===== config.mk =====
export PLATFORM = sky130hd
export DESIGN_NAME = fetch_stage
export DESIGN_NICKNAME = d
export VERILOG_FILES = /design/src/rtl/fetch_stage_pkg.sv /design/src/rtl/fetch_pc.sv /design/src/rtl/fetch_stage.sv
export SDC_FILE = /design/constraint.sdc
export NUM_CORES = 1
export LEC_CHECK = 0
export BUFFER_PORTS_ARGS = -buffer_cell sky130_fd_sc_hd__clkbuf_2
export CORE_MARGIN = 2
export CORE_UTILIZATION = 53
export CTS_CLUSTER_SIZE = 16
export DETAILED_ROUTE_END_ITERATION = 7
export PLACE_DENSITY = 0.88
export SLEW_MARGIN = 20
export SYNTH_ARGS = -nofsm -noshare
export SYNTH_HDL_FRONTEND = slang
export SYNTH_SLANG_ARGS = --single-unit

===== constraint.sdc =====
create_clock -name clk -period 4.7 [get_ports clk]
set_input_delay 1.175 -clock clk [delete_from_list [all_inputs] [get_ports clk]]
set_output_delay 1.175 -clock clk [all_outputs]
set_load 0.005 [all_outputs]

===== src/rtl/fetch_stage_pkg.sv =====
// rtl/fetch_stage_pkg.sv - opcode and fetch FSM definitions shared by the fetch stage
package fetch_stage_pkg;

    localparam logic [3:0] OP_HALT  = 4'b0000;
    localparam logic [3:0] OP_ANDI  = 4'b0001;
    localparam logic [3:0] OP_ORI   = 4'b0010;
    localparam logic [3:0] OP_BGT   = 4'b0100;
    localparam logic [3:0] OP_BLT   = 4'b0101;
    localparam logic [3:0] OP_BEQ   = 4'b0110;
    localparam logic [3:0] OP_JMP   = 4'b0111;
    localparam logic [3:0] OP_LBU   = 4'b1010;
    localparam logic [3:0] OP_SB    = 4'b1011;
    localparam logic [3:0] OP_LW    = 4'b1100;
    localparam logic [3:0] OP_SW    = 4'b1101;
    localparam logic [3:0] OP_TYPEA = 4'b1111;

    typedef enum logic [1:0] {
        ST_RUN       = 2'd0,
        ST_HALT_WAIT = 2'd1,
        ST_HALTED    = 2'd2
    } fetch_state_e;

endpackage


===== src/rtl/fetch_pc.sv =====
// rtl/fetch_pc.sv - program counter register with reset/redirect/hold/+2 next-PC selection
module fetch_pc #(
    parameter int              ADDR_W   = 16,
    parameter logic [ADDR_W-1:0] RESET_PC = '0
) (
    input  logic              clk,
    input  logic              rst,
    input  logic              redirect,
    input  logic [ADDR_W-1:0] target,
    input  logic              hold,
    output logic [ADDR_W-1:0] pc
);

    // Instructions are halfword aligned, so bit 0 of any loaded PC is dropped.
    always_ff @(posedge clk) begin
        if (rst) begin
            pc <= {RESET_PC[ADDR_W-1:1], 1'b0};
        end else if (redirect) begin
            pc <= {target[ADDR_W-1:1], 1'b0};
        end else if (!hold) begin
            pc <= pc + ADDR_W'(2);
        end
    end

endmodule


===== src/rtl/fetch_stage.sv =====
// rtl/fetch_stage.sv - instruction fetch with IF/ID register, stall, flush, redirect and HALT drain
module fetch_stage
    import fetch_stage_pkg::*;
#(
    parameter int                ADDR_W       = 16,
    parameter int                INSTR_W      = 16,
    parameter logic [ADDR_W-1:0] RESET_PC     = '0,
    parameter int                DRAIN_CYCLES = 3
) (
    input  logic               clk,
    input  logic               rst,
    output logic [ADDR_W-1:0]  imemAddr,
    input  logic [INSTR_W-1:0] imemData,
    input  logic               stall,
    input  logic               redirectValid,
    input  logic [ADDR_W-1:0]  redirectTarget,
    output logic [INSTR_W-1:0] ifIdInstr,
    output logic [ADDR_W-1:0]  ifIdPcPlus2,
    output logic               ifIdValid,
    output logic               halted
);

    localparam int CNT_W = (DRAIN_CYCLES < 2) ? 1 : $clog2(DRAIN_CYCLES);

    fetch_state_e      state;
    logic [CNT_W-1:0]  drain_cnt;
    logic [ADDR_W-1:0] pc;
    logic              is_halt;
    logic              redirect_en;
    logic              pc_hold;

    assign is_halt     = (imemData[INSTR_W-1 -: 4] == OP_HALT);
    // A frozen core ignores late redirects; only reset revives it.
    assign redirect_en = redirectValid && (state != ST_HALTED);
    assign pc_hold     = stall || (state != ST_RUN) || is_halt;
    assign imemAddr    = pc;

    fetch_pc #(
        .ADDR_W   (ADDR_W),
        .RESET_PC (RESET_PC)
    ) u_pc (
        .clk      (clk),
        .rst      (rst),
        .redirect (redirect_en),
        .target   (redirectTarget),
        .hold     (pc_hold),
        .pc       (pc)
    );

    always_ff @(posedge clk) begin
        if (rst) begin
            state       <= ST_RUN;
            drain_cnt   <= '0;
            ifIdInstr   <= '0;
            ifIdPcPlus2 <= '0;
            ifIdValid   <= 1'b0;
            halted      <= 1'b0;
        end else if (redirect_en) begin
            state     <= ST_RUN;
            drain_cnt <= '0;
            ifIdInstr <= '0;
            ifIdValid <= 1'b0;
        end else if (!(stall && state != ST_HALTED)) begin
            case (state)
                ST_RUN: begin
                    ifIdInstr   <= imemData;
                    ifIdPcPlus2 <= pc + ADDR_W'(2);
                    ifIdValid   <= 1'b1;
                    if (is_halt) begin
                        state     <= ST_HALT_WAIT;
                        drain_cnt <= CNT_W'(DRAIN_CYCLES - 1);
                    end
                end
                ST_HALT_WAIT: begin
                    ifIdInstr <= '0;
                    ifIdValid <= 1'b0;
                    if (drain_cnt == '0) begin
                        state  <= ST_HALTED;
                        halted <= 1'b1;
                    end else begin
                        drain_cnt <= drain_cnt - CNT_W'(1);
                    end
                end
                default: begin
                    ifIdInstr <= '0;
                    ifIdValid <= 1'b0;
                    halted    <= 1'b1;
                end
            endcase
        end
    end

endmodule


## Word level (Yosys, flattened, before mapping)

Index checks and enable logic that the tools add are counted.

- Flip-flop bits (word level): 54

- Bitwise operators: 3
- $add $sub $neg: 2
- Eq/ne operators: 6
- Reduce and logical (&&, ||, !) cells: 14
- Muxes and demuxes: 12

Operator list:

| operator | number |
|---|---|
| 2-to-1 mux 16 bit | 3 |
| adder 16 x 2 -> 16 bit, second input constant | 1 |
| AND reduction 4 bit | 3 |
| inequality test 2 bit, second input constant | 5 |
| 2-to-1 mux 2 bit | 4 |
| case mux 2 bit (2 select lines) | 2 |
| logical NOT 2 bit | 2 |
| logical NOT 4 bit | 1 |
| nonzero test 2 bit | 2 |
| inverter 1 bit | 3 |
| AND reduction 3 bit | 1 |
| == test 2 x 1 -> 1 bit, second input constant | 1 |
| logical AND 1 bit | 2 |
| logical OR 1 bit | 2 |
| 2-to-1 mux 1 bit | 2 |
| case mux 1 bit (2 select lines) | 1 |
| OR reduction 2 bit | 1 |
| subtractor 2 x 1 -> 2 bit, second input constant | 1 |

## Longest topological paths before layout

Gate-level depths: netlist (run 1).

- Depth in word-level cells: 5
- Mapped depth: 6
- Depth with buffers taken out: 6

## Modules after synthesis

A second synthesis (run 1) with hierarchy kept.

- Cell total of the unflattened synthesis: 290
- Area total of the unflattened synthesis: 2597.5 µm²

Modules (own cells, without submodules):

| module | area each (µm²) | cells an instance | times used |
|---|---|---|---|
| fetch_stage | 1721.7 | 184 | 1 |
| fetch_pc | 875.8 | 106 | 1 |

## Worst setup path after synthesis (run 1)

OpenSTA, ideal clock, no wires.

- Path type: input -> register
- From: input port imemData[14]
- To: register u_pc.pc[11]
- Data arrival time: 2.459 ns
- Setup time: 0.120 ns
- Setup slack: 2.121 ns
- Buffers on the path: 0
- Required time: 4.580 ns
- Stages: 4
- Path through: or4_2 -> nand3_1 -> o22ai_1 -> a211o_1

- Longest elaborated chain between the ends: 3

Ends and longest elaborated chain:

| what | RTL line | text |
|---|---|---|
| start: declaration | fetch_stage.sv:13 | `input logic [INSTR_W-1:0] imemData,` |
| logical NOT 4 bit | fetch_stage.sv:32 | `assign is_halt = (imemData[INSTR_W-1 -: 4] == OP_HALT);` |
| logical OR 1 bit | fetch_stage.sv:35 | `assign pc_hold = stall \|\| (state != ST_RUN) \|\| is_halt;` |
| inequality test 2 bit (no source line) | -- |  |
| end signal: assignment | fetch_pc.sv:17 | `pc <= {RESET_PC[ADDR_W-1:1], 1'b0};` |
| end signal: assignment | fetch_pc.sv:19 | `pc <= {target[ADDR_W-1:1], 1'b0};` |
| end signal: assignment | fetch_pc.sv:21 | `pc <= pc + ADDR_W'(2);` |
| end: declaration | fetch_pc.sv:11 | `output logic [ADDR_W-1:0] pc` |

No other way between the ends.
A chain may end at the register's enable or synchronous reset.

## Worst setup path after layout (run 1)

Ends and elaborated chain as after synthesis.

==> impl_metrics.csv, run 1 <==
group,metric,value,unit
outcome,status,"finished clean",
grt,grt_usage,0.223,
power_and_ir_drop,ir_drop,0.208,mV
setup_path,crit_path_start,"imemData[14]",
final_layout,fillerInstances,389,
final_layout,instances_no_fill,400,
sta,setup_viol,0,
yosys,ys_async_sr_fraction,0,
yosys,yosysUniqueCellTypes,47,
setup_path,reg2reg_slack,2570,ps
hold_path,hold_class,"reg2reg",
final_layout,final_cell_mix,"82 x clkbuf_2, 52 x dfxtp_1, 45 x nor2_1, 17 x a22oi_1, 15 x a211oi_1",
place,place_inst,392,
clock_tree,worstSkewPairLatency,310,ps
clock_tree,cts_setup_buffers,0,
sta,worst_pin_slew,719,ps
clock_tree,cts.clk_slew.worst_paths,100,ps
routing,routed_wl,5.70,mm
die,start_util,0.549,
die,coreArea,4350,µm²
final_layout,postLayoutCoreUtil,0.664,
place,gp_congestion,0.853,
die,rows,24,
final_layout,diodes,0,
setup_path,r2r_cells,5,
die,io_pins,86,
grt,antenna_found_initial,0,
sta,worst_slack,2170,ps
yosys,ys_warn_count,0,
clock_tree,cts_hold_buf,0,
sta,tns,0,ps
clock_tree,cts.sinks,52,
run,cap_violations,0,
die,die_h,71.2,µm
clock_tree,cts_tree,"yes",
die,die_area,5070,µm²
setup_path,r2r-end,"u_pc.pc[15]$_SDFFE_PP0P_",
grt,grt_first_pass_wirelength,9.16,mm
final_layout,finalNetCount,385,
setup_path,setup.worst_path.end,"u_pc.pc[11]$_SDFFE_PP0P_",
routing,via_per_inst,5.70,
final_layout,drive_gt1_frac,0.305,
hold_path,hold_start,"ifIdPcPlus2[2]$_SDFFE_PP0P_",
sta,fin_skew,8.39,ps
routing,wl_per_cell,14.2,µm
grt,grt_max_degree,33,
routing,drt_iter0_markers,205,
setup_path,arrival,2740,ps
clock_tree,root_buffer,"clkbuf_8",
sta,hold_viol_final,0,
sta,post-route-period-util,0.539,
yosys,postSynthAreaPerCell,8.76,µm²
setup_path,criticalPathCategory,"in2reg",
sta,fmax,395,MHz
yosys,synthFlopType,"dfxtp_1",
place,portBuffers,82,
grt,grt_pass1_vias,2118,
setup_path,critPathCaptureType,"register",
routing,route.detailed.drc,0,
grt,overflow,0,
place,dp_hpwl,4.06,mm
setup_path,cp-start-kind,"input pin",
clock_tree,cts_resized,0,
sta,report.final.slew_viol_count,0,
routing,via_count,2281,
final_layout,area_growth,20.8,%
power_and_ir_drop,p_leak,1.19,nW
yosys,syn_area,2390,µm²
clock_tree,cts_buffers,5,
yosys,yosys_register_bits,52,
sta,slew_headroom,0.520,
power_and_ir_drop,power_density,300,nW/µm²
yosys,synth-edff-count,0,
setup_path,r2r-start,"u_pc.pc[1]$_SDFFE_PP0P_",
power_and_ir_drop,power.total,0.868,mW
place,dp_slack,1860,ps
routing,first_pass_iters,4,
setup_path,crit_fanout,7,
sta,min_period,2530,ps
clock_tree,clock_path_buffers,2,
sta,rsz0062_at_grt,"false",
setup_path,required,4900,ps
yosys,syn_inst,273,
routing,drtAntennaViolNets,0,
die,die_x,71.2,µm
final_layout,layout_commonest_cell,"clkbuf_2",
yosys,seq_area_frac_synth,0.435,
clock_tree,cts_max_level,2,
## cell type report
type,count,area [µm²],share of cell area
clock buffers,5,68.8,0.0238
clock inverters,3,23.8,0.00823
inverters,8,30.0,0.0104
multi-input cells,195,1230,0.425
flip-flops and latches,52,1040,0.360
well taps,52,65.1,0.0225
repair buffers,85,433,0.150
## layer usage
layer / part of all wire / track usage
met5: 0 / 0
met4: 0.014 / 0.0922
met3: 0.071 / 0.0584
met2: 0.48 / 0.380
met1: 0.43 / 0.267
## metrics by stage
step	cell area, µm²	hold slack, ps
detailed placement	2800	453
global route	2890	491
floorplan	2400	453
finish	2890	466
CTS	2890	467
global placement	2800	443
## cell usage after synthesis, types with 5 or more instances
master / n / area share
a211oi_1: 15 / 0.047
a21oi_1: 9 / 0.019
a22oi_1: 17 / 0.053
a311oi_1: 7 / 0.026
a31oi_1: 5 / 0.013
clkbuf_1: 10 / 0.016
dfxtp_1: 52 / 0.44
inv_1: 8 / 0.013
nand2_1: 10 / 0.016
nand3_1: 6 / 0.013
nor2_1: 46 / 0.072
nor3_1: 7 / 0.015
o21ai_0: 8 / 0.017
xnor2_1: 12 / 0.044
## how the worst min path moves through the flow
stage                                   to  slack, ps  cells after the start
2_1_floorplan  ifIdPcPlus2[2]$_SDFFE_PP0P_        450                      2
3_3_place_gp   ifIdPcPlus2[2]$_SDFFE_PP0P_        440                      2
3_5_place_dp   ifIdPcPlus2[2]$_SDFFE_PP0P_        450                      2
4_1_cts        ifIdPcPlus2[2]$_SDFFE_PP0P_        470                      2
5_1_grt        ifIdPcPlus2[2]$_SDFFE_PP0P_        490                      2
6_report       ifIdPcPlus2[2]$_SDFFE_PP0P_        470                      2
## sequential cells by signal, summed over array words and instances, names as in the netlist
signal	flops
drain_cnt	2
halted	1
ifIdInstr	16
ifIdPcPlus2	15
ifIdValid	1
state	2
u_pc.pc	15
## report_power, final
| part | switching [mW] | leakage, nW | total [mW] | internal [mW] |
|---|---|---|---|---|
| Combinational | 0.0650 | 0.723 | 0.121 | 0.0560 |
| Sequential | 0.0220 | 0.427 | 0.485 | 0.463 |
| Clock | 0.156 | 0.0404 | 0.262 | 0.106 |
| Total | 0.243 | 1.19 | 0.868 | 0.624 |
## worst max-delay path: stages
cell and delay, ps:
clkbuf_2 120, or4_2 730, nand3_1 280, o22ai_1 140, a211o_1 300
## cells by family (layout without fill, tap and decap cells)
group / Yosys count / count (layout) / share of synthesized area
xor gates and xnor gates: 14 / 14 / 0.0513
buffers and inverters: 27 / 101 / 0.0539
AOI/OAI and AO/OA: 75 / 75 / 0.218
and+or+nand+nor: 102 / 102 / 0.230
DFF: 52 / 52 / 0.435
adders and majority gates: 2 / 2 / 0.0105
other: 1 / 2 / 0.00157
Power figures use the tool's default switching activity.
==> run 2, diff against run 1 <==
ABC_AREA = 1   (was unset)
CORE_UTILIZATION = 50   (was 53)
PLACE_DENSITY = 0.82   (was 0.88)
clock period = 2.6 ns   (was 4.7 ns; I/O delays follow)
==> impl_metrics.csv, run 2 <==
group,metric,value,unit
yosys,synth-edff-count,0,
power_and_ir_drop,power_density,515,nW/µm²
final_layout,area_growth,19.3,%
power_and_ir_drop,swShare,0.283,
sta,fmax,601,MHz
final_layout,finalNetCount,477,
setup_path,required,2850,ps
die,start_util,0.528,
sta,post-route-period-util,0.640,
grt,overflow,0,
yosys,synth_compound_area_frac,0.145,
clock_tree,root_buffer,"clkbuf_8",
grt,antenna_found_initial,0,
yosys,seq_area_frac_synth,0.410,
power_and_ir_drop,power.share.clock,0.295,
sta,hold_viol_final,0,
yosys,synth_mux_area_frac,0,
place,gp_congestion,0.932,
power_and_ir_drop,p_leak,1.50,nW
clock_tree,cts_setup_buffers,0,
place,dp_hpwl,4.43,mm
grt,grt_usage,0.219,
outcome,status,"finished clean",
yosys,synth_area_leader_cell,"dfxtp_1",
yosys,ys_warn_count,0,
setup_path,r2r-start,"state[0]$_SDFFE_PP0P_",
yosys,yosysMostFrequentCell,"nand2_1",
setup_path,critPathCaptureType,"register",
routing,via_count,2534,
die,die_x,75.3,µm
setup_path,reg2reg_slack,940,ps
yosys,yosys.area_share.adder,0.00985,
clock_tree,worstSkewPairLatency,310,ps
clock_tree,clock_path_buffers,2,
die,rows,25,
sta,worst_slack,936,ps
final_layout,regMostFlops,"ifIdInstr",
power_and_ir_drop,switchingPower,0.442,mW
power_and_ir_drop,ir_drop,0.336,mV
die,die_area,5670,µm²
routing,first_pass_iters,4,
final_layout,postLayoutCoreUtil,0.629,
power_and_ir_drop,seq_power_share,0.558,
sta,hold-worst-slack,467,ps
power_and_ir_drop,power.total,1.56,mW
sta,worst_pin_slew,586,ps
final_layout,layout_commonest_cell,"nand2_1",
routing,route.detailed.drc,0,
yosys,synth_top_area_frac,0.410,
sta,rsz0062_at_grt,"false",
clock_tree,cts_max_level,2,
place,placed_cell_area,2940,µm²
yosys,synthXorXnorAreaFrac,0.0172,
clock_tree,cts_tree,"yes",
clock_tree,cts.sinks,52,
routing,drt_iter0_markers,129,
die,io_pins,86,
yosys,synthFlopType,"dfxtp_1",
setup_path,setup.worst_path.end,"ifIdPcPlus2[13]$_SDFFE_PP0P_",
yosys,postSynthAreaPerCell,7.02,µm²
grt,grt_first_pass_wirelength,9.70,mm
sta,report.final.slew_viol_count,0,
setup_path,r2r-end,"ifIdPcPlus2[13]$_SDFFE_PP0P_",
routing,via_per_inst,5.00,
clock_tree,cts_buffers,5,
sta,setup_viol,0,
grt,grt_pass1_vias,2331,
place,dp_slack,616,ps
place,place_inst,499,
yosys,yosys_register_bits,52,
final_layout,final_cell_mix,"101 x nand2_1, 82 x clkbuf_2, 52 x dfxtp_1, 39 x inv_1, 36 x nor2_1",
clock_tree,cts_hold_buf,0,
yosys,ys_async_sr_fraction,0,
sta,slew_headroom,0.609,
final_layout,largest_register_ff_count,16,
power_and_ir_drop,combPwrFrac,0.148,
hold_path,worstHoldPathCells,2,
setup_path,criticalPathCategory,"in2reg",
sta,min_period,1660,ps
yosys,yosysUniqueCellTypes,33,
routing,routed_wl,5.85,mm
grt,grt_max_degree,22,
final_layout,diodes,0,
clock_tree,cts_resized,0,
die,coreArea,4820,µm²
final_layout,stdcell_area,3030,µm²
routing,drtAntennaViolNets,0,
setup_path,crit_path_start,"stall",
yosys,synth_top_family_by_area,"simple AND/OR/NAND/NOR gates",
sta,tns,0,ps
setup_path,r2r_cells,7,
power_and_ir_drop,power.internal,1.12,mW
setup_path,cp-start-kind,"input pin",
final_layout,instances_no_fill,507,
routing,wl_per_cell,11.5,µm
clock_tree,cts.clk_slew.worst_paths,80,ps
yosys,syn_inst,362,
yosys,synth_area_leaders,"dfxtp_1 41%, nand2_1 15%, a21oi_1 6.3%, inv_1 5.8%, nor2_1 5.3%",
setup_path,arrival,1910,ps
setup_path,crit_fanout,14,
final_layout,drive_gt1_frac,0.241,
hold_path,hold_class,"reg2reg",
yosys,yosys-top-cells-count,"101 x nand2_1, 52 x dfxtp_1, 39 x inv_1",
run,cap_violations,0,
place,portBuffers,82,
final_layout,top_regs,"ifIdInstr x16, ifIdPcPlus2 x15, u_pc.pc x15",
yosys,synthSimpleGateAreaFrac,0.307,
sta,fin_skew,13.7,ps
yosys,syn_area,2540,µm²
die,die_h,75.3,µm
run 2: cell types whose count changed in the layout (fill, tap and decap cells not counted), sizes merged, moves of 10 or more:
cell    previous run  this run
a211oi            15         1
a21oi              9        32
a22oi             17         0
inv                8        45
nand2             11       105
nand3              6        25
o21ai              9        22
xnor2             12         2
run 2: worst min-delay path by stage:
stage / from / endpoint / slack (ps)
detailed placement: ifIdInstr[8]$_SDFFE_PP0N_ / ifIdInstr[8]$_SDFFE_PP0N_ / 460
global route: ifIdInstr[9]$_SDFFE_PP0N_ / ifIdInstr[9]$_SDFFE_PP0N_ / 490
floorplan: drain_cnt[0]$_SDFFE_PP0P_ / drain_cnt[0]$_SDFFE_PP0P_ / 440
global placement: ifIdInstr[7]$_SDFFE_PP0N_ / ifIdInstr[7]$_SDFFE_PP0N_ / 450
CTS: ifIdInstr[8]$_SDFFE_PP0N_ / ifIdInstr[8]$_SDFFE_PP0N_ / 470
finish: drain_cnt[0]$_SDFFE_PP0P_ / drain_cnt[0]$_SDFFE_PP0P_ / 470
run 2: area by class of cell:
cell class              count  area (µm²)
clock inverters             3        18.8
flip-flops and latches     52        1040
inverters                  45         174
well taps                  67        83.8
clock buffers               5        68.8
fillers                   474        1790
repair buffers             83         418
multi-input cells         252        1230
run 2: logic make-up (layout without fill, tap and decap cells):
logic type               count (synthesis)  in the layout
flip-flops                              52             52
AO/OA/AOI/OAI                           65             65
adder cells (fa/ha/maj)                  2              2
other                                    1              2
AND/OR/NAND/NOR                        178            178
XOR/XNOR                                 5              5
buffers and inverters                   59            136
run 2: power by group through the flow:
| stage | combinational (mW) | clock, mW | sequential, mW |
|---|---|---|---|
| 3_5_place_dp | 0.230 | 0 | 0.889 |
| 2_1_floorplan | 0.147 | 0 | 0.886 |
| 5_1_grt | 0.263 | 0.502 | 0.877 |
| 3_3_place_gp | 0.226 | 0 | 0.888 |
| 6_report | 0.230 | 0.460 | 0.871 |
| 4_1_cts | 0.231 | 0.469 | 0.871 |
run 2: routing by layer:
| layer | wire, µm | GRT usage |
|---|---|---|
| met5 | 0 | 0 |
| met2 | 2810 | 0.394 |
| met1 | 2510 | 0.251 |
| met3 | 430 | 0.0569 |
| met4 | 104 | 0.0780 |
run 2: worst max-delay path: stages:
cell and delay [ps]:
clkbuf_2 100, inv_1 80, nand2_2 100, nor2_2 420
buf_4 250, o21ai_0 80, a21o_1 180, inv_1 40
